$ cat src/rtl/fir_serial_mac_scheduler_if.sv
// Handshake and operand bus between the FIR MAC scheduler and its surroundings
// (sample sources, coefficient writer, shared MAC datapath, result consumer).
interface fir_serial_mac_scheduler_if #(
  parameter int unsigned N_CH   = 2,
  parameter int unsigned CNT_W  = 3,
  parameter int unsigned CH_W   = 1,
  parameter int unsigned DATA_W = 16,
  parameter int unsigned ACC_W  = 33
);
  logic [N_CH-1:0]        in_valid;
  logic [N_CH*DATA_W-1:0] in_data;
  logic [N_CH-1:0]        in_ready;
  logic                   coef_we;
  logic [CNT_W-1:0]       coef_addr;
  logic [DATA_W-1:0]      coef_data;
  logic                   coef_busy;
  logic                   mac_valid;
  logic                   mac_first;
  logic                   mac_last;
  logic [DATA_W-1:0]      mac_sample;
  logic [DATA_W-1:0]      mac_coeff;
  logic [ACC_W-1:0]       acc_in;
  logic                   out_valid;
  logic                   out_ready;
  logic [CH_W-1:0]        out_ch;
  logic [ACC_W-1:0]       out_data;

  modport slave (
    input  in_valid, in_data, coef_we, coef_addr, coef_data, acc_in, out_ready,
    output in_ready, coef_busy, mac_valid, mac_first, mac_last, mac_sample, mac_coeff,
           out_valid, out_ch, out_data
  );

  modport master (
    output in_valid, in_data, coef_we, coef_addr, coef_data, acc_in, out_ready,
    input  in_ready, coef_busy, mac_valid, mac_first, mac_last, mac_sample, mac_coeff,
           out_valid, out_ch, out_data
  );
endinterface

$ cat src/rtl/fir_serial_mac_scheduler.sv
// Round-robin scheduler sharing one serial MAC datapath among N_CH FIR channels:
// per-channel delay lines, one shared coefficient bank, registered result output.
module fir_serial_mac_scheduler #(
  parameter int unsigned N_CH   = 2,
  parameter int unsigned TAPS   = 8,
  parameter int unsigned CNT_W  = 3,
  parameter int unsigned CH_W   = 1,
  parameter int unsigned DATA_W = 16,
  parameter int unsigned ACC_W  = 33
) (
  input logic                         clk,
  input logic                         reset,
  input logic                         clk_enable,
  fir_serial_mac_scheduler_if.slave   bus
);

  typedef enum logic [1:0] {StIdle, StRun, StCapture} state_e;

  state_e             state_q, state_d;
  logic [CNT_W-1:0]   tap_q, tap_d;
  logic [CH_W-1:0]    rr_q, rr_d;
  logic [CH_W-1:0]    cur_ch_q, cur_ch_d;
  logic [DATA_W-1:0]  dl_q [N_CH][TAPS];
  logic [DATA_W-1:0]  dl_d [N_CH][TAPS];
  logic [DATA_W-1:0]  coef_q [TAPS];
  logic [DATA_W-1:0]  coef_d [TAPS];
  logic               out_valid_q, out_valid_d;
  logic [CH_W-1:0]    out_ch_q, out_ch_d;
  logic [ACC_W-1:0]   out_data_q, out_data_d;

  logic               grant_any;
  logic [CH_W-1:0]    grant_idx;
  logic [CH_W-1:0]    idx;
  logic               accept;
  logic               run;

  // Search starts one past the last granted channel so every requester gets a turn.
  always_comb begin
    grant_any = 1'b0;
    grant_idx = '0;
    idx       = '0;
    for (int i = 1; i <= int'(N_CH); i++) begin
      idx = CH_W'((int'(rr_q) + i) % int'(N_CH));
      if (!grant_any && bus.in_valid[idx]) begin
        grant_any = 1'b1;
        grant_idx = idx;
      end
    end
  end

  assign accept = clk_enable && (state_q == StIdle) && !bus.coef_we && grant_any &&
                  (!out_valid_q || bus.out_ready);

  always_comb begin
    bus.in_ready = '0;
    if (accept) bus.in_ready[grant_idx] = 1'b1;
  end

  always_comb begin
    state_d    = state_q;
    tap_d      = tap_q;
    rr_d       = rr_q;
    cur_ch_d   = cur_ch_q;
    dl_d       = dl_q;
    coef_d     = coef_q;
    out_valid_d = out_valid_q;
    out_ch_d   = out_ch_q;
    out_data_d = out_data_q;

    if (out_valid_q && bus.out_ready) out_valid_d = 1'b0;

    case (state_q)
      StIdle: begin
        if (bus.coef_we) begin
          coef_d[bus.coef_addr] = bus.coef_data;
        end else if (accept) begin
          for (int k = TAPS - 1; k > 0; k--) dl_d[grant_idx][k] = dl_q[grant_idx][k-1];
          dl_d[grant_idx][0] = bus.in_data[grant_idx*DATA_W +: DATA_W];
          rr_d     = grant_idx;
          cur_ch_d = grant_idx;
          state_d  = StRun;
        end
      end
      StRun: begin
        tap_d = tap_q + CNT_W'(1);
        if (tap_q == CNT_W'(TAPS - 1)) state_d = StCapture;
      end
      StCapture: begin
        // A capture on the same edge as a consumer handshake reloads the register.
        out_valid_d = 1'b1;
        out_data_d  = bus.acc_in;
        out_ch_d    = cur_ch_q;
        state_d     = StIdle;
      end
      default: state_d = StIdle;
    endcase
  end

  always_ff @(posedge clk) begin
    if (reset) begin
      state_q     <= StIdle;
      tap_q       <= '0;
      rr_q        <= CH_W'(N_CH - 1);
      cur_ch_q    <= '0;
      out_valid_q <= 1'b0;
      out_ch_q    <= '0;
      out_data_q  <= '0;
      for (int c = 0; c < int'(N_CH); c++) begin
        for (int k = 0; k < int'(TAPS); k++) dl_q[c][k] <= '0;
      end
      for (int k = 0; k < int'(TAPS); k++) coef_q[k] <= '0;
    end else if (clk_enable) begin
      state_q     <= state_d;
      tap_q       <= tap_d;
      rr_q        <= rr_d;
      cur_ch_q    <= cur_ch_d;
      out_valid_q <= out_valid_d;
      out_ch_q    <= out_ch_d;
      out_data_q  <= out_data_d;
      dl_q        <= dl_d;
      coef_q      <= coef_d;
    end
  end

  assign run            = clk_enable && (state_q == StRun);
  assign bus.mac_valid  = run;
  assign bus.mac_first  = run && (tap_q == '0);
  assign bus.mac_last   = run && (tap_q == CNT_W'(TAPS - 1));
  assign bus.mac_sample = run ? dl_q[cur_ch_q][tap_q] : '0;
  assign bus.mac_coeff  = run ? coef_q[tap_q] : '0;
  assign bus.coef_busy  = (state_q != StIdle);
  assign bus.out_valid  = out_valid_q;
  assign bus.out_ch     = out_ch_q;
  assign bus.out_data   = out_data_q;

endmodule

$ cat src/flat_wrapper.sv
// flat-port wrapper written by rule: the top's interface ports become plain ports
module fir_serial_mac_scheduler_flat 
#(
  parameter int unsigned N_CH   = 2,
  parameter int unsigned TAPS   = 8,
  parameter int unsigned CNT_W  = 3,
  parameter int unsigned CH_W   = 1,
  parameter int unsigned DATA_W = 16,
  parameter int unsigned ACC_W  = 33
)
  (clk, reset, clk_enable, bus_in_valid, bus_in_data, bus_coef_we, bus_coef_addr, bus_coef_data, bus_acc_in, bus_out_ready, bus_in_ready, bus_coef_busy, bus_mac_valid, bus_mac_first, bus_mac_last, bus_mac_sample, bus_mac_coeff, bus_out_valid, bus_out_ch, bus_out_data);
  fir_serial_mac_scheduler_if #(.N_CH(N_CH), .CNT_W(CNT_W), .CH_W(CH_W), .DATA_W(DATA_W), .ACC_W(ACC_W)) bus_i ();
  input logic clk;
  input logic reset;
  input logic clk_enable;
  input wire logic [$bits(bus_i.in_valid)-1:0] bus_in_valid;
  input wire logic [$bits(bus_i.in_data)-1:0] bus_in_data;
  input wire logic [$bits(bus_i.coef_we)-1:0] bus_coef_we;
  input wire logic [$bits(bus_i.coef_addr)-1:0] bus_coef_addr;
  input wire logic [$bits(bus_i.coef_data)-1:0] bus_coef_data;
  input wire logic [$bits(bus_i.acc_in)-1:0] bus_acc_in;
  input wire logic [$bits(bus_i.out_ready)-1:0] bus_out_ready;
  output wire logic [$bits(bus_i.in_ready)-1:0] bus_in_ready;
  output wire logic [$bits(bus_i.coef_busy)-1:0] bus_coef_busy;
  output wire logic [$bits(bus_i.mac_valid)-1:0] bus_mac_valid;
  output wire logic [$bits(bus_i.mac_first)-1:0] bus_mac_first;
  output wire logic [$bits(bus_i.mac_last)-1:0] bus_mac_last;
  output wire logic [$bits(bus_i.mac_sample)-1:0] bus_mac_sample;
  output wire logic [$bits(bus_i.mac_coeff)-1:0] bus_mac_coeff;
  output wire logic [$bits(bus_i.out_valid)-1:0] bus_out_valid;
  output wire logic [$bits(bus_i.out_ch)-1:0] bus_out_ch;
  output wire logic [$bits(bus_i.out_data)-1:0] bus_out_data;
  assign bus_i.in_valid = bus_in_valid;
  assign bus_i.in_data = bus_in_data;
  assign bus_i.coef_we = bus_coef_we;
  assign bus_i.coef_addr = bus_coef_addr;
  assign bus_i.coef_data = bus_coef_data;
  assign bus_i.acc_in = bus_acc_in;
  assign bus_i.out_ready = bus_out_ready;
  assign bus_in_ready = bus_i.in_ready;
  assign bus_coef_busy = bus_i.coef_busy;
  assign bus_mac_valid = bus_i.mac_valid;
  assign bus_mac_first = bus_i.mac_first;
  assign bus_mac_last = bus_i.mac_last;
  assign bus_mac_sample = bus_i.mac_sample;
  assign bus_mac_coeff = bus_i.mac_coeff;
  assign bus_out_valid = bus_i.out_valid;
  assign bus_out_ch = bus_i.out_ch;
  assign bus_out_data = bus_i.out_data;
  fir_serial_mac_scheduler #(.N_CH(N_CH), .TAPS(TAPS), .CNT_W(CNT_W), .CH_W(CH_W), .DATA_W(DATA_W), .ACC_W(ACC_W)) u_core (.clk(clk), .reset(reset), .clk_enable(clk_enable), .bus(bus_i));
endmodule
$ cat config.mk
export PLATFORM = sky130hd
export DESIGN_NAME = fir_serial_mac_scheduler_flat
export DESIGN_NICKNAME = d
export VERILOG_FILES = /design/src/rtl/fir_serial_mac_scheduler_if.sv /design/src/rtl/fir_serial_mac_scheduler.sv /design/src/flat_wrapper.sv
export SDC_FILE = /design/constraint.sdc
export NUM_CORES = 1
export LEC_CHECK = 0
export ABC_CLOCK_PERIOD_IN_PS = 3900
export CAP_MARGIN = 20
export CORE_ASPECT_RATIO = 1.25
export CORE_MARGIN = 4
export CORE_UTILIZATION = 45
export CTS_CLUSTER_DIAMETER = 80
export CTS_CLUSTER_SIZE = 28
export DETAILED_ROUTE_END_ITERATION = 10
export PLACE_DENSITY_LB_ADDON = 0.25
export SYNTH_ARGS = -nofsm -noshare
export SYNTH_HDL_FRONTEND = slang
export SYNTH_SLANG_ARGS = --single-unit
$ cat constraint.sdc
create_clock -name clk -period 3.9 [get_ports clk]
set_input_delay 0.78 -clock clk [delete_from_list [all_inputs] [get_ports clk]]
set_output_delay 0.78 -clock clk [all_outputs]
set_load 0.005 [all_outputs]
==> run summary, run 1 <==
Met3 Use GR = 0.0183
Most numerous cell in the Yosys netlist = dfxtp_1
Startpoint type of the worst setup path = register
Post-CTS Setup Bufs = 0
Worst Tran Pin Value = 1.16 ns
Top FF cell, synth = dfxtp_1
Sequential Area = 8540 um2
Antenna violations before repair = 0
Clock skew = 0.0164 ns
Final setup violation count = 0
Crit Path Class = register to primary output
Post-layout min period = 3.76 ns
Top post-synthesis cells by area = dfxtp_1, mux4_2, mux2i_1
Initial core utilization = 0.458
Hold Crit Start = u_core.bus.out_data[11]
Cell variety after synth = 39
Clk buf depth = 3
Final cell count without fillers = 2583
Achievable Freq = 266 MHz
RSZ-0062 raised after global routing = false
Final Hold Vio Count = 0
Buffers on Ports = 163
Detailed Routing Iterations Pass 1 = 5
Hold Buf Count CTS = 0
RD Place Congestion = 0.807
Area growth, synth to finish = 12.9%
Ys async rst share = 0
Area of the multi-input gates = 9280 um2
Max FO, Critical Path = 56
Tcrit/Tclk final = 0.964
Max-Cap Viols = 0
Width of the chip = 191 um
GRT met2 Usage = 0.368
DP Wirelength = 29600 um
Post-Syn Instances = 2026
Synth Register Bits = 426
Worst path arrival time = 2.98 ns
Hold endpoint = u_core.bus.out_data[11]
Power density cells = 353 nW/um2
M1 GR Usage = 0.271
Layout cells sized above 1 = 0.0916
Vias in the first global route = 14518
CP required = 3.12 ns
Sequential area share after synthesis = 0.452
Clk_lat worst skew = 0.55 ns
Vias = 15016
H-tree Lvls = 1
Fillers = 3864
Synth cell count leaders = dfxtp_1, a21oi_1, nand3_1
1st-iter DRT viols = 1347
Flop2flop setup slack = 1.74 ns
CTS sink cnt = 426
Yosys warning count = 0
Top-area cell type share of the netlist area = 0.452
DRC viols = 0
Top cell type by total area after synthesis = dfxtp_1
Post-Syn Area = 18900 um2
Grt ovf = 0
Peak VDD IR = 304 uV
Die height = 237 um
Setup slack after layout = 0.141 ns
Status = complete, no violations
Antenna fix cells = 0
FP Rows = 83
Crit. End Element = primary output
Pre-CTS WS = 0.263 ns
CORE AREA = 41200 um2
Global-route wire length before repair = 78200 um
Clock-pin slew on the worst setup and hold paths = 0.11 ns
Number of CTS-inserted buffers = 19
PostCTS Resize Cnt = 0
Antenna-violating nets left = 0
Hold Crit Class = register to register
GR Util All Layers = 0.207
Post-Syn Nets = 2120
Busiest grt layer = met2
Avg Synthesized Cell Area = 9.31 um2
Post-synth EDFFs = 0
Root buf cell = clkbuf_16
Placed cells = 2555
Worst r2r src = u_core.bus.out_valid
CTS tree = done
Die ar. = 45300 um2
Hold depth = 2
R2R Path End = u_core.dl_q[101]
Via/cell ratio = 5.81
# IOs = 164
Setup TNS = 0 ns
Max Slew Vio Count = 0
Routed len/inst = 19.0 um
Largest net degree at the start of global routing = 257
Slew HR = 0.229
Drt total wl = 49100 um
Net count, final = 2118
R2R cell count = 5
Leakage power = 7.15 nW
==> state kept, by name, indices dropped and copies added (netlist names) <==
register / count
u_core.coef_q: 128
u_core.tap_q: 3
u_core.cur_ch_q: 1
u_core.state_q: 2
u_core.bus.out_data: 33
u_core.bus.out_ch: 1
u_core.rr_q: 1
u_core.bus.out_valid: 1
u_core.dl_q: 256
==> cell families after synthesis <==
| kind of cell | count (synthesis) | share of synthesized area |
|---|---|---|
| buffers and inverters | 236 | 0.0574 |
| muxes | 270 | 0.207 |
| and+or+nand+nor | 519 | 0.128 |
| adders and majority gates | 3 | 0.00199 |
| AOI/OAI and AO/OA | 572 | 0.153 |
| DFF | 426 | 0.452 |
==> worst max-delay path, cell delays in order, from the launching register on <==
cell	delay, ns
dfxtp_4	0.47
buf_12	0.36
mux4_2	0.37
mux2i_1	0.42
o22ai_1	0.17
buf_4	0.17
clkdlybuf4s50_1	0.44
==> final cells by class <==
class,count,share of cell area
clock buffers,22,0.0233
clock inverters,6,0.00411
inverters,5,0.000881
multi-input cells,1364,0.436
flip-flops and latches,426,0.401
well taps,552,0.0324
repair buffers,208,0.103
==> layout by cell type, fill, tap and decap left out, types with 2 or more instances in the layout <==
cell,instances
a21oi_1,296
and2_1,2
buf_12,17
buf_4,28
bufinv_16,2
clkbuf_1,2
clkbuf_16,19
clkdlybuf4s50_1,162
clkinv_2,2
dfxtp_1,423
dfxtp_4,2
ha_1,3
inv_1,4
mux2i_1,174
mux4_2,96
nand2_1,80
nand2b_1,3
nand3_1,256
nand4_1,2
nand4b_1,3
nor2_1,153
nor2b_1,3
nor4b_2,2
o21ai_0,255
o21ai_1,2
o21bai_1,2
o22ai_1,15
or2_2,3
==> layer usage <==
metal / up-vias / share of wire
li1: 7243 / -
met1: 7432 / 0.42
met2: 277 / 0.52
met3: 64 / 0.034
met4: 0 / 0.023
met5: - / 0
==> how the worst max path moves through the flow <==
stage / start / to / cells past startpoint
3_3_place_gp: clk_enable / bus_mac_sample[14] / 7
4_1_cts: u_core.cur_ch_q / bus_mac_sample[3] / 6
6_report: u_core.cur_ch_q / bus_mac_sample[3] / 6
3_5_place_dp: clk_enable / bus_mac_sample[14] / 7
2_1_floorplan: bus_in_valid[0] / bus_in_ready[1] / 6
5_1_grt: u_core.tap_q[0] / bus_mac_coeff[4] / 6
==> per-stage QoR <==
stage	cell area [um2]	util	hold slack [ns]	power, W
2_1_floorplan	18900	-	0.450	0.00494
3_3_place_gp	20700	0.503	0.441	0.00518
3_5_place_dp	20700	0.503	0.446	0.00518
4_1_cts	21300	0.517	0.461	0.00760
5_1_grt	21300	0.517	0.482	0.00778
6_report	21300	0.517	0.458	0.00751
==> power by group <==
group / internal (W) / switching [W] / leakage, nW / total (W)
sequential: 0.00438 / 0.0000291 / 3.44 / 0.00441
combinational: 0.000245 / 0.000431 / 3.43 / 0.000676
clock: 0.00106 / 0.00137 / 0.288 / 0.00243
(Power assumes the default switching activity.)
==> inputs of run 2 (changes only) <==
- CORE_UTILIZATION: 45 -> 40
- TNS_END_PERCENT: unset -> 10
==> run 2 against run 1 <==
Via count grew 0.83%. Register-to-register slack lost 0.06 ns. Power grew 6.4%. Sequential power is essentially flat. Worst hold slack gained 0.0028 ns. Global-route usage shrank 1.4 points. Wire length grew 4.4%. Combinational power is essentially flat. Maximum frequency shrank 0.86%. Clock skew grew 0.0041 ns. Critical path type unchanged. Critical endpoint unchanged. Largest cell class unchanged.
==> run summary, run 2 (synthesis gave the netlist of run 1 again) <==
Placed cells = 2630 (was 2555)
Die height = 251 um (was 237 um)
Largest net degree at the start of global routing = 257 (unchanged)
Clock skew = 0.0205 ns (was 0.0164 ns)
Achievable Freq = 264 MHz (was 266 MHz)
Most frequent cells in the layout = dfxtp_1, a21oi_1, nand3_1 (unchanged)
Tcrit/Tclk final = 0.972 (was 0.964)
Biggest register = u_core.dl_q (unchanged)
Top Family by Delay on Critical Path = buffers and inverters (unchanged)
Clk buf depth = 3 (unchanged)
Max FO, Critical Path = 34 (was 56)
Max reg flops = 256 (unchanged)
Die ar. = 50700 um2 (was 45300 um2)
Slew HR = 0.128 (was 0.229)
Buffers on Ports = 163 (unchanged)
DP Area = 20800 um2 (was 20700 um2)
Width of the chip = 202 um (was 191 um)
Antenna-violating nets left = 0 (unchanged)
Final cell count without fillers = 2678 (was 2583)
Setup TNS = 0 ns (unchanged)
1st-iter DRT viols = 1334 (was 1347)
Design Area, Final = 21600 um2 (was 21300 um2)
Worst Tran Pin Value = 1.31 ns (was 1.16 ns)
CP cell instances = buf_12, mux4_2, mux2i_1, o22ai_1, clkdlybuf4s50_1 (was buf_12, mux4_2, mux2i_1, o22ai_1, buf_4, clkdlybuf4s50_1)
Vias = 15141 (was 15016)
DRC viols = 0 (unchanged)
RD Place Congestion = 0.801 (was 0.807)
DP Wirelength = 31300 um (was 29600 um)
Global-route wire length before repair = 81800 um (was 78200 um)
Initial core utilization = 0.406 (was 0.458)
Worst path arrival time = 3.01 ns (was 2.98 ns)
Most common cell after layout, fill and taps aside = dfxtp_1 (unchanged)
CP required = 3.12 ns (about the same)
Clock-pin slew on the worst setup and hold paths = 0.11 ns (about the same)
Vias in the first global route = 14919 (was 14518)
Root buf cell = clkbuf_16 (unchanged)
Power density cells = 369 nW/um2 (was 353 nW/um2)
Detailed Routing Iterations Pass 1 = 5 (unchanged)
Leakage power = 7.26 nW (was 7.15 nW)
Worst path buffer plus inverter count = 2 (was 3)
# IOs = 164 (unchanged)
CTS tree = done (unchanged)
Crit Path Class = register to primary output (unchanged)
Peak VDD IR = 308 uV (was 304 uV)
CORE AREA = 46500 um2 (was 41200 um2)
Grt ovf = 0 (unchanged)
Routed len/inst = 19.1 um (was 19.0 um)
Area of the multi-input gates = 9300 um2 (was 9280 um2)
GR Util All Layers = 0.193 (was 0.207)
Max Slew Vio Count = 0 (unchanged)
Max-Cap Viols = 0 (unchanged)
Number of CTS-inserted buffers = 23 (was 19)
CP max stage cell = dfxtp_4 (unchanged)
CTS sink cnt = 426 (unchanged)
Hold Crit Class = register to register (unchanged)
Final setup violation count = 0 (unchanged)
Worst hold slack = 0.461 ns (was 0.458 ns)
RSZ-0062 raised after global routing = false (unchanged)
Via/cell ratio = 5.65 (was 5.81)
Crit. End Element = primary output (unchanged)
Status = complete, no violations (unchanged)
Sequential Area = 8540 um2 (unchanged)
Layout cells sized above 1 = 0.101 (was 0.0916)
Startpoint type of the worst setup path = register (unchanged)
H-tree Lvls = 1 (unchanged)
Post-layout min period = 3.79 ns (was 3.76 ns)
Area growth, synth to finish = 14.7% (was 12.9%)
Slowest stage delay, CP = 0.73 ns (was 0.47 ns)
Drt total wl = 51300 um (was 49100 um)
Antenna violations before repair = 3 (was 0)
Clk_lat worst skew = 0.58 ns (was 0.55 ns)
Net count, final = 2126 (was 2118)
FP Rows = 88 (was 83)
Final Hold Vio Count = 0 (unchanged)
Fillers = 4518 (was 3864)
[run 2: path summary, 6_finish.rpt]
kind / startpoint / to / slack (ns) / depth (start not counted)
worst max-delay path: u_core.cur_ch_q / bus_mac_sample[3] / 0.11 / 5
worst min-delay path: u_core.bus.out_data[2] / u_core.bus.out_data[2] / 0.46 / 2
worst max register to register: u_core.rr_q / u_core.dl_q[112] / 1.68 / 5
worst min register to register: u_core.bus.out_data[2] / u_core.bus.out_data[2] / 0.46 / 2
[run 2: layout make-up]
| class | count | area share |
|---|---|---|
| Multi-Input combinational cell | 1364 | 0.430 |
| Sequential cell | 426 | 0.394 |
| Timing Repair Buffer | 212 | 0.101 |
| Tap cell | 630 | 0.0364 |
| Clock buffer | 26 | 0.0285 |
| Clock inverter | 14 | 0.00925 |
| Inverter | 5 | 0.000867 |
| Antenna cell | 1 | 0.000116 |
[run 2: timing repair]
item                                    in CTS  in global routing
endpoints found under the setup margin       1                  5
gates resized for setup                      2                  1
hold buffers                                 0                  0
buffers inserted                             0                  7
[run 2: routing by layer]
layer,GRT usage,vias up,share of wire
met2,0.340,289,0.51
met1,0.247,7512,0.43
met3,0.0294,67,0.040
li1,-,7269,-
met4,0.0516,4,0.022
met5,0,-,0.00053
[run 2: worst min-delay path, cell delays in order, from the launching register on]
cell     delay [ns]
dfxtp_1        0.32
nand2_1        0.05
a21oi_1        0.05
[run 2: where the power goes]
part | switching, W | leakage [nW] | internal [W] | total (W)
clock | 0.00162 | 0.393 | 0.00129 | 0.00291
combinational | 0.000432 | 3.43 | 0.000242 | 0.000674
sequential | 0.0000356 | 3.44 | 0.00438 | 0.00441
[run 2: stage by stage]
stage | setup slack [ns] | total power, W | util
after global routing | 0.0521 | 0.00829 | 0.466
after global placement | 0.153 | 0.00518 | 0.447
after detailed placement | 0.161 | 0.00518 | 0.447
after floorplan | 1.39 | 0.00494 | -
final | 0.108 | 0.00800 | 0.466
after CTS | 0.0343 | 0.00808 | 0.464
==> inputs of run 3 (changes only) <==
- GPL_TIMING_DRIVEN: unset -> 0
- SLEW_MARGIN: unset -> 0
==> run 3 against run 2 <==
Clock power decreased by 4%. Core utilization increased by 0.57 points. Power decreased by 0.97%. Sequential share of layout area decreased by 0.52 points. Worst setup slack got worse by 0.018 ns. Largest cell class unchanged. Highest routed layer unchanged.
==> run summary, run 3 (synthesis gave the netlist of run 1 again) <==
CTS tree = done (unchanged)
DRC viols = 0 (unchanged)
Crit. End Element = primary output (unchanged)
Antenna-violating nets left = 0 (unchanged)
Status = complete, no violations (unchanged)
Flop2flop setup slack = 1.34 ns (was 1.68 ns)
# IOs = 164 (unchanged)
Layout cells sized above 1 = 0.107 (was 0.101)
Crit path depth = 7 (was 5)
Routed len/inst = 21.7 um (was 19.1 um)
Crit Path Class = register to primary output (unchanged)
Power density cells = 361 nW/um2 (was 369 nW/um2)
Max Slew Vio Count = 0 (unchanged)
Leakage power = 7.42 nW (was 7.26 nW)
Final cell count without fillers = 2836 (was 2678)
Initial core utilization = 0.406 (unchanged)
Busiest grt layer = met2 (unchanged)
Post-layout min period = 3.81 ns (was 3.79 ns)
Placed cells = 2799 (was 2630)
Largest net degree at the start of global routing = 29 (was 257)
DP Wirelength = 47200 um (was 31300 um)
Antenna violations before repair = 2 (was 3)
Root buf cell = clkbuf_16 (unchanged)
1st-iter DRT viols = 1505 (was 1334)
Die ar. = 50700 um2 (unchanged)
GR Util All Layers = 0.232 (was 0.193)
CTS sink cnt = 426 (unchanged)
FP Rows = 88 (unchanged)
Clock skew = 0.0221 ns (was 0.0205 ns)
Tcrit/Tclk final = 0.977 (was 0.972)
Final setup violation count = 0 (unchanged)
CP required = 3.12 ns (about the same)
R2R Path End = u_core.dl_q[141] (was u_core.dl_q[112])
Width of the chip = 202 um (unchanged)
Achievable Freq = 263 MHz (was 264 MHz)
Slew HR = 0.442 (was 0.128)
Worst path buffer plus inverter count = 4 (was 2)
Via/cell ratio = 5.75 (was 5.65)
DP Area = 21100 um2 (was 20800 um2)
RSZ-0062 raised after global routing = false (unchanged)
Worst r2r src = u_core.rr_q (unchanged)
Global-route wire length before repair = 94100 um (was 81800 um)
Max FO, Critical Path = 10 (was 34)
Max-Cap Viols = 0 (unchanged)
Top Family by Delay on Critical Path = buffers and inverters (unchanged)
Number of CTS-inserted buffers = 22 (was 23)
Slowest stage delay, CP = 0.57 ns (was 0.73 ns)
Design Area, Final = 21900 um2 (was 21600 um2)
Max reg flops = 256 (unchanged)
Area growth, synth to finish = 16.1% (was 14.7%)
CP max stage cell = mux4_2 (was dfxtp_4)
Die height = 251 um (unchanged)
Clock-pin slew on the worst setup and hold paths = 0.10 ns (was 0.11 ns)
Drt total wl = 61600 um (was 51300 um)
Worst Tran Pin Value = 0.836 ns (was 1.31 ns)
Startpoint type of the worst setup path = register (unchanged)
Clk_lat worst skew = 0.57 ns (was 0.58 ns)
Vias = 16306 (was 15141)
Clk buf depth = 3 (unchanged)
Buffers on Ports = 143 (was 163)
R2R cell count = 7 (was 5)
Peak VDD IR = 376 uV (was 308 uV)
Detailed Routing Iterations Pass 1 = 6 (was 5)
H-tree Lvls = 1 (unchanged)
Most common cell after layout, fill and taps aside = dfxtp_1 (unchanged)
CP startpoint = u_core.tap_q[0] (was u_core.cur_ch_q)
Met3 Use GR = 0.0268 (was 0.0294)
GRT met2 Usage = 0.410 (was 0.340)
Vias in the first global route = 15742 (was 14919)
Most frequent cells in the layout = dfxtp_1, a21oi_1, nand3_1 (unchanged)
CP cell instances = clkbuf_4, buf_8, buf_8, mux4_2, mux2i_2, o22ai_1, clkdlybuf4s50_1 (was buf_12, mux4_2, mux2i_1, o22ai_1, clkdlybuf4s50_1)
Grt ovf = 0 (unchanged)
Net count, final = 2285 (was 2126)
RD Place Congestion = 0.970 (was 0.801)
Worst setup endpoint = bus_mac_sample[12] (was bus_mac_sample[3])
Setup TNS = 0 ns (unchanged)
Crit path top cell by count = buf_8
Final Hold Vio Count = 0 (unchanged)
Biggest register = u_core.dl_q (unchanged)
CORE AREA = 46500 um2 (unchanged)
M1 GR Usage = 0.298 (was 0.247)
Hold Crit Class = register to register (unchanged)
Worst path arrival time = 3.03 ns (was 3.01 ns)
## run 3: timing repair
item,in CTS,in global routing
hold buffers,0,0
pin swaps,1,0
gates resized for setup,17,14
setup buffers,1,0
setup endpoints to repair,33,29
## run 3: worst min-delay path by stage
stage                                        from                      end  slack [ns]  cells past startpoint
after floorplan                   u_core.dl_q[16]           u_core.dl_q[0]        0.45                      2
final                     u_core.bus.out_data[31]  u_core.bus.out_data[31]        0.46                      2
after global routing              u_core.dl_q[16]           u_core.dl_q[0]        0.48                      2
after CTS                 u_core.bus.out_data[30]  u_core.bus.out_data[30]        0.46                      2
after detailed placement  u_core.bus.out_data[30]  u_core.bus.out_data[30]        0.45                      2
after global placement     u_core.bus.out_data[9]   u_core.bus.out_data[9]        0.44                      2
## run 3: power breakdown
group | internal [W] | leakage (nW) | switching (W) | total [W]
logic | 0.000250 | 3.63 | 0.000481 | 0.000730
registers | 0.00438 | 3.43 | 0.0000250 | 0.00440
clock network | 0.00122 | 0.358 | 0.00156 | 0.00278
total | 0.00585 | 7.42 | 0.00207 | 0.00792
## run 3: cell type report
cell class / instances / area (um2)
diodes: 1 / 2.50
plain buffers: 228 / 1110
clock buffers: 25 / 593
clock inverters: 13 / 158
fillers: 4483 / 24600
inverters: 5 / 18.8
multi-input cells: 1364 / 9270
flip-flops and latches: 426 / 8530
well taps: 630 / 788
repair buffers: 144 / 1440
## run 3: metrics by stage
step                hold slack [ns]  total power, W  worst slack [ns]   util
floorplan                     0.450         0.00494              1.39      -
global placement              0.443         0.00521            -0.249  0.454
detailed placement            0.450         0.00522            -0.322  0.454
CTS                           0.465         0.00796           -0.0323  0.471
global route                  0.483         0.00817           0.00840  0.471
finish                        0.459         0.00792            0.0905  0.471
## run 3: worst min-delay path, stage by stage (launching register included)
cell     delay (ns)
dfxtp_1        0.32
nand2_1        0.05
a21oi_1        0.05
## run 3: routing by layer
metal  share of wire  up-vias
li1                -     7598
met5         0.00021        -
met2            0.50      629
met1            0.40     7961
met4           0.035        2
met3           0.065      116
